File: src/rtl/dmem_pkg.sv
// Shared types and helpers for the line-granular data memory.
package dmem_pkg;

  typedef enum logic [1:0] {
    StIdle  = 2'd0,
    StRead  = 2'd1,
    StWrite = 2'd2,
    StDone  = 2'd3
  } state_e;

  localparam int unsigned DefLineBytes   = 16;
  localparam int unsigned DefDepthLines  = 16;
  localparam int unsigned DefAddrWidth   = 28;
  localparam int unsigned DefReadCycles  = 4;
  localparam int unsigned DefWriteCycles = 8;

  // Bit offset of byte lane k within a line.
  function automatic int unsigned lane(input int unsigned k);
    return 8 * k;
  endfunction

endpackage

File: src/rtl/data_memory_lines_if.sv
// Request/response bus between the data cache and the line memory.
interface data_memory_lines_if #(
  parameter int unsigned LINE_BYTES = 16,
  parameter int unsigned ADDR_WIDTH = 28
) ();
  logic                    read;
  logic                    write;
  logic [ADDR_WIDTH-1:0]   address;
  logic [8*LINE_BYTES-1:0] write_data;
  logic [LINE_BYTES-1:0]   byte_en;
  logic [8*LINE_BYTES-1:0] read_data;
  logic                    busywait;
  logic                    error;

  modport master (
    output read, write, address, write_data, byte_en,
    input  read_data, busywait, error
  );

  modport slave (
    input  read, write, address, write_data, byte_en,
    output read_data, busywait, error
  );
endinterface

File: src/rtl/dmem_line_array.sv
// Byte-addressable line storage: async clear, one byte-enabled write port, one comb read port.
module dmem_line_array
  import dmem_pkg::*;
#(
  parameter int unsigned LINE_BYTES  = 16,
  parameter int unsigned DEPTH_LINES = 16,
  localparam int unsigned IdxW = $clog2(DEPTH_LINES)
) (
  input  logic                    clock,
  input  logic                    reset,
  input  logic                    i_we,
  input  logic [IdxW-1:0]         i_widx,
  input  logic [8*LINE_BYTES-1:0] i_wdata,
  input  logic [LINE_BYTES-1:0]   i_ben,
  input  logic [IdxW-1:0]         i_ridx,
  output logic [8*LINE_BYTES-1:0] o_rdata
);

  logic [7:0] r_mem [DEPTH_LINES][LINE_BYTES];

  always_ff @(posedge clock or posedge reset) begin
    if (reset) begin
      for (int unsigned i = 0; i < DEPTH_LINES; i++) begin
        for (int unsigned k = 0; k < LINE_BYTES; k++) begin
          r_mem[i][k] <= '0;
        end
      end
    end else if (i_we) begin
      for (int unsigned k = 0; k < LINE_BYTES; k++) begin
        if (i_ben[k]) r_mem[i_widx][k] <= i_wdata[lane(k) +: 8];
      end
    end
  end

  always_comb begin
    o_rdata = '0;
    for (int unsigned k = 0; k < LINE_BYTES; k++) begin
      o_rdata[lane(k) +: 8] = r_mem[i_ridx][k];
    end
  end

endmodule

File: src/rtl/data_memory_lines.sv
// Line-granular data memory with cycle-counted latency, byte enables and fault reporting.
module data_memory_lines
  import dmem_pkg::*;
#(
  parameter int unsigned LINE_BYTES   = DefLineBytes,
  parameter int unsigned DEPTH_LINES  = DefDepthLines,
  parameter int unsigned ADDR_WIDTH   = DefAddrWidth,
  parameter int unsigned READ_CYCLES  = DefReadCycles,
  parameter int unsigned WRITE_CYCLES = DefWriteCycles
) (
  input  logic              clock,
  input  logic              reset,
  data_memory_lines_if.slave bus
);

  localparam int unsigned IdxW   = $clog2(DEPTH_LINES);
  localparam int unsigned MaxCyc = (READ_CYCLES > WRITE_CYCLES) ? READ_CYCLES : WRITE_CYCLES;
  localparam int unsigned CntW   = $clog2(MaxCyc) + 1;

  state_e                  r_state, w_state_d;
  logic [CntW-1:0]         r_count, w_count_d;
  logic [ADDR_WIDTH-1:0]   r_addr;
  logic [8*LINE_BYTES-1:0] r_wdata;
  logic [LINE_BYTES-1:0]   r_ben;
  logic [8*LINE_BYTES-1:0] r_rdata;
  logic [8*LINE_BYTES-1:0] w_line;
  logic                    w_accept;
  logic                    w_in_range;
  logic                    w_we;
  logic                    w_rd_load;

  assign w_in_range    = (r_addr < ADDR_WIDTH'(DEPTH_LINES));
  assign bus.read_data = r_rdata;

  always_comb begin
    w_state_d    = r_state;
    w_count_d    = r_count;
    w_accept     = 1'b0;
    w_we         = 1'b0;
    w_rd_load    = 1'b0;
    bus.busywait = 1'b0;
    bus.error    = 1'b0;
    unique case (r_state)
      StIdle: begin
        if (bus.read ^ bus.write) begin
          w_accept     = 1'b1;
          bus.busywait = 1'b1;
          w_state_d    = bus.read ? StRead : StWrite;
          w_count_d    = bus.read ? CntW'(READ_CYCLES - 1) : CntW'(WRITE_CYCLES - 1);
        end else if (bus.read && bus.write) begin
          bus.error = 1'b1;
        end
      end
      StRead, StWrite: begin
        bus.busywait = 1'b1;
        if (r_count == '0) begin
          w_state_d = StDone;
          w_rd_load = (r_state == StRead);
          w_we      = (r_state == StWrite) && w_in_range;
        end else begin
          w_count_d = r_count - CntW'(1);
        end
      end
      StDone: begin
        bus.error = !w_in_range;
        w_state_d = StIdle;
      end
      default: w_state_d = StIdle;
    endcase
    // Outputs are quiet while reset is held, even if a request is still asserted.
    if (reset) begin
      bus.busywait = 1'b0;
      bus.error    = 1'b0;
    end
  end

  always_ff @(posedge clock or posedge reset) begin
    if (reset) begin
      r_state <= StIdle;
      r_count <= '0;
      r_addr  <= '0;
      r_wdata <= '0;
      r_ben   <= '0;
      r_rdata <= '0;
    end else begin
      r_state <= w_state_d;
      r_count <= w_count_d;
      if (w_accept) begin
        r_addr  <= bus.address;
        r_wdata <= bus.write_data;
        r_ben   <= bus.byte_en;
      end
      if (w_rd_load) r_rdata <= w_in_range ? w_line : '0;
    end
  end

  dmem_line_array #(
    .LINE_BYTES  (LINE_BYTES),
    .DEPTH_LINES (DEPTH_LINES)
  ) u_array (
    .clock   (clock),
    .reset   (reset),
    .i_we    (w_we),
    .i_widx  (r_addr[IdxW-1:0]),
    .i_wdata (r_wdata),
    .i_ben   (r_ben),
    .i_ridx  (r_addr[IdxW-1:0]),
    .o_rdata (w_line)
  );

endmodule

File: src/flat_wrapper.sv
// flat-port wrapper written by rule: the top's interface ports become plain ports
module data_memory_lines_flat import dmem_pkg::*;
#(
  parameter int unsigned LINE_BYTES   = DefLineBytes,
  parameter int unsigned DEPTH_LINES  = DefDepthLines,
  parameter int unsigned ADDR_WIDTH   = DefAddrWidth,
  parameter int unsigned READ_CYCLES  = DefReadCycles,
  parameter int unsigned WRITE_CYCLES = DefWriteCycles
)
  (clock, reset, bus_read, bus_write, bus_address, bus_write_data, bus_byte_en, bus_read_data, bus_busywait, bus_error);
  data_memory_lines_if #(.LINE_BYTES(LINE_BYTES), .ADDR_WIDTH(ADDR_WIDTH)) bus_i ();
  input  logic clock;
  input  logic reset;
  input wire logic [$bits(bus_i.read)-1:0] bus_read;
  input wire logic [$bits(bus_i.write)-1:0] bus_write;
  input wire logic [$bits(bus_i.address)-1:0] bus_address;
  input wire logic [$bits(bus_i.write_data)-1:0] bus_write_data;
  input wire logic [$bits(bus_i.byte_en)-1:0] bus_byte_en;
  output wire logic [$bits(bus_i.read_data)-1:0] bus_read_data;
  output wire logic [$bits(bus_i.busywait)-1:0] bus_busywait;
  output wire logic [$bits(bus_i.error)-1:0] bus_error;
  assign bus_i.read = bus_read;
  assign bus_i.write = bus_write;
  assign bus_i.address = bus_address;
  assign bus_i.write_data = bus_write_data;
  assign bus_i.byte_en = bus_byte_en;
  assign bus_read_data = bus_i.read_data;
  assign bus_busywait = bus_i.busywait;
  assign bus_error = bus_i.error;
  data_memory_lines #(.LINE_BYTES(LINE_BYTES), .DEPTH_LINES(DEPTH_LINES), .ADDR_WIDTH(ADDR_WIDTH), .READ_CYCLES(READ_CYCLES), .WRITE_CYCLES(WRITE_CYCLES)) u_core (.clock(clock), .reset(reset), .bus(bus_i));
endmodule
File: config.mk
export PLATFORM = sky130hd
export DESIGN_NAME = data_memory_lines_flat
export DESIGN_NICKNAME = d
export VERILOG_FILES = /design/src/rtl/dmem_pkg.sv /design/src/rtl/data_memory_lines_if.sv /design/src/rtl/dmem_line_array.sv /design/src/rtl/data_memory_lines.sv /design/src/flat_wrapper.sv
export SDC_FILE = /design/constraint.sdc
export NUM_CORES = 2
export LEC_CHECK = 0
export BUFFER_PORTS_ARGS = -buffer_cell sky130_fd_sc_hd__buf_2
export CAP_MARGIN = 20
export CORE_UTILIZATION = 65
export CTS_BUF_LIST = sky130_fd_sc_hd__clkbuf_4
export DETAILED_ROUTE_END_ITERATION = 10
export PLACE_DENSITY = 0.91
export SYNTH_ARGS = -nofsm -noshare
export SYNTH_HDL_FRONTEND = slang
export SYNTH_SLANG_ARGS = --single-unit
File: constraint.sdc
create_clock -name clock -period 82.4 [get_ports clock]
set_input_delay 8.24 -clock clock [delete_from_list [all_inputs] [get_ports clock]]
set_output_delay 8.24 -clock clock [all_outputs]
set_load 0.02 [all_outputs]
==> results.tsv <==
metric	value	unit
synth_nets	7102	
grt_antenna_before_repair	11	
cp.arrival	9.26	ns
post-synth-top-area-cell	dfrtp_1	
hold_buffers	0	
cts_root_buf	clkbuf_4	
cpMostUsedCell	buf_2	
ys.flop_type	dfrtp_1	
route.detailed.drc	0	
leakage	57.5	nW
clock_latency	1.42	ns
critPathMaxStageDelay	0.41	ns
vias	64409	
worstSetupEndpointType	primary output	
crit_type	in -> out	
drive_above_1_share	53.9	%
syn-mean-instance-area	15.3	sq um
ys_async_sr_fraction	100	%
worst_pin_slew	1.30	ns
track_usage	31.8	%
start_util	65.8	%
syn_area	106000	sq um
cp_slowest_cell	ha_1	
start_kind	input port	
vdd.ir_drop.worst	0.0447	mV
nNetsFinal	7372	
crit_family	adder cells	
gp_congestion	0.814	
min_path_cells	1	
ff2ff_path_depth	7	
io_pins	306	
final_period_minus_worst_setup_slack	17.50	ns
rows	147	
status	complete, no violations	
ys_top_cells_by_area	dfrtp_1 (56%), mux2_2 (24%), mux4_2 (11%), a22oi_1 (1.8%), or4_1 (1.7%)	
cts_buffer_depth	4	
die-area	165000	sq um
synth_edf_count	0	
maxCapViolCount	0	
finalClockSkew	0.107	ns
grt-ovfl-total	0	
synth_top_cell_area_share	55.6	%
ant_nets	0	
yosysWarningCount	0	
first_iter_violations	5607	
clk_pin_slew	0.06	ns
synthDistinctLibCells	41	
maxSlewHeadroom	13.0	%
post-cts-setup-buffers	0	
crit_buf_inv	2	
finalMaxSlewViolations	0	
coreArea	161000	sq um
power_density	24.8	nW/um^2
syn-instance-count	6919	
io_buffers	305	
dr.pass1.iters	6	
crit_required	74.16	ns
crit_chain	buf_2, ha_1, a21oi_1, nor3_1, buf_2	
viasPerCell	6.62	
yosysMostFrequentCell	dfrtp_1	
finalHoldViolCount	0	
cts_tree	built	
rsz0062_at_grt	false	
area_growth	8.73	%
cts-buffers-inserted	603	
grt_pass1_vias	68999	
worstReg2RegStart	u_core.r_addr[0]$_DFFE_PP0P_	
hp-class	reg -> reg	
period_share	21.2	%
htree_num_levels	6	
grt_max_degree	209	
cts-resized-gates	0	
hold_end	u_core.u_array.r_mem[739]$_DFFE_PP0P_	
power.total	2.86	mW
setup_viol	0	
reg2reg_slack	77.36	ns
synth_commonest_cells	dfrtp_1 (2354), mux2_2 (2219), mux4_2 (512)	
place_hpwl	155	mm
synth_seq_cells	2354	
postRouteWirelength	258	mm
numClockSinks	2354	
wl_per_cell	26.5	um
fmax	57.2	MHz
grt_pass1_wl	400	mm
die_x	406	um
holdWs	0.498	ns
crit_fanout	6	
die_h	406	um
setup_tns	0	ns
yosysSeqAreaShare	55.6	%
reg2reg_to	u_core.bus.read_data[52]$_DFFE_PP0P_	
hp-start	u_core.u_array.r_mem[739]$_DFFE_PP0P_	
-- metrics by stage --
stage,instances,instance area (sq um),setup slack (ns),util (%)
floorplan,6919,106000,7.64,-
global placement,8736,108000,64.96,67.0
detailed placement,8736,108000,64.92,67.0
CTS,9708,115000,64.91,71.4
global route,9718,115000,64.81,71.5
finish,9725,115000,64.90,71.5
-- worst reg2reg max path, cell delays in order (launching register included) --
cell     delay (ns)
dfrtp_4        0.85
buf_12         0.71
buf_4          1.01
buf_12         0.84
mux4_2         0.67
a22oi_1        0.42
nand2_1        0.17
a22o_1         0.22
-- worst max-delay path by stage --
| stage | slack (ns) | end | start | cells after the start |
|---|---|---|---|---|
| 2_1_floorplan | 7.64 | u_core.bus.read_data[0]$_DFFE_PP0P_ | reset | 1 |
| 6_report | 64.90 | bus_busywait | bus_read | 5 |
| 3_5_place_dp | 64.92 | bus_busywait | bus_read | 5 |
| 5_1_grt | 64.81 | bus_busywait | bus_read | 5 |
| 4_1_cts | 64.91 | bus_busywait | bus_read | 5 |
| 3_3_place_gp | 64.96 | bus_busywait | bus_read | 5 |
-- metal layers --
layer  routed length [um]  GRT usage [%]  vias up
met5                   34              0        -
met4                11100           15.2        6
met3                22000           8.24      688
met2               125000           49.3     3018
met1               100000           42.2    33968
li1                     -              -    26729
-- placed cells by master, fill, tap and decap left out, types with 3 or more instances in the layout --
cell type  count
dfrtp_1     2352
mux2_2      2219
clkbuf_4     862
mux4_2       512
nand2_1      387
buf_2        305
a22oi_1      257
or4_1        233
a22o_1       129
clkinv_1      79
buf_4         72
nor4_4        24
inv_2         16
diode_2        9
buf_12         9
buf_16         8
ha_1           7
bufinv_16      7
o21ai_0        6
inv_1          6
nor4_1         5
a21oi_1        5
clkinv_2       5
nor4b_4        4
and4b_2        4
nor4bb_4       3
and4bb_2       3
-- where the power goes --
group	internal, mW	total (mW)	switching, mW
logic	0.183	0.484	0.301
registers	1.20	1.41	0.214
clock network	0.498	0.962	0.464
-- cell families (layout without fill, tap and decap cells) --
family	after synthesis	after routing	share of synthesized area (%)
mux	2733	2733	34.5
flops	2354	2354	55.6
buf+inv	736	1373	3.01
simple gates	687	687	3.86
compound gates	402	402	2.97
fa+ha+maj	7	7	0.0827
other cells	0	9	0
-- sequential cells by signal, indices dropped and copies added, names as in the netlist --
name / cells
u_core.r_count: 4
u_core.r_ben: 16
u_core.r_wdata: 128
u_core.r_addr: 28
u_core.r_state: 2
u_core.bus.read_data: 128
u_core.u_array.r_mem: 2048
-- cell type report --
| cell class | instances | area (sq um) |
|---|---|---|
| Antenna cell | 9 | 22.5 |
| Multi-Input combinational cell | 3829 | 44000 |
| Timing Repair Buffer | 394 | 2470 |
| Sequential cell | 2354 | 58900 |
| Fill cell | 9684 | 45900 |
| Clock inverter | 110 | 616 |
| Inverter | 7 | 33.8 |
| Tap cell | 2160 | 2700 |
| Clock buffer | 862 | 6470 |
Power figures use the tool's default switching activity.
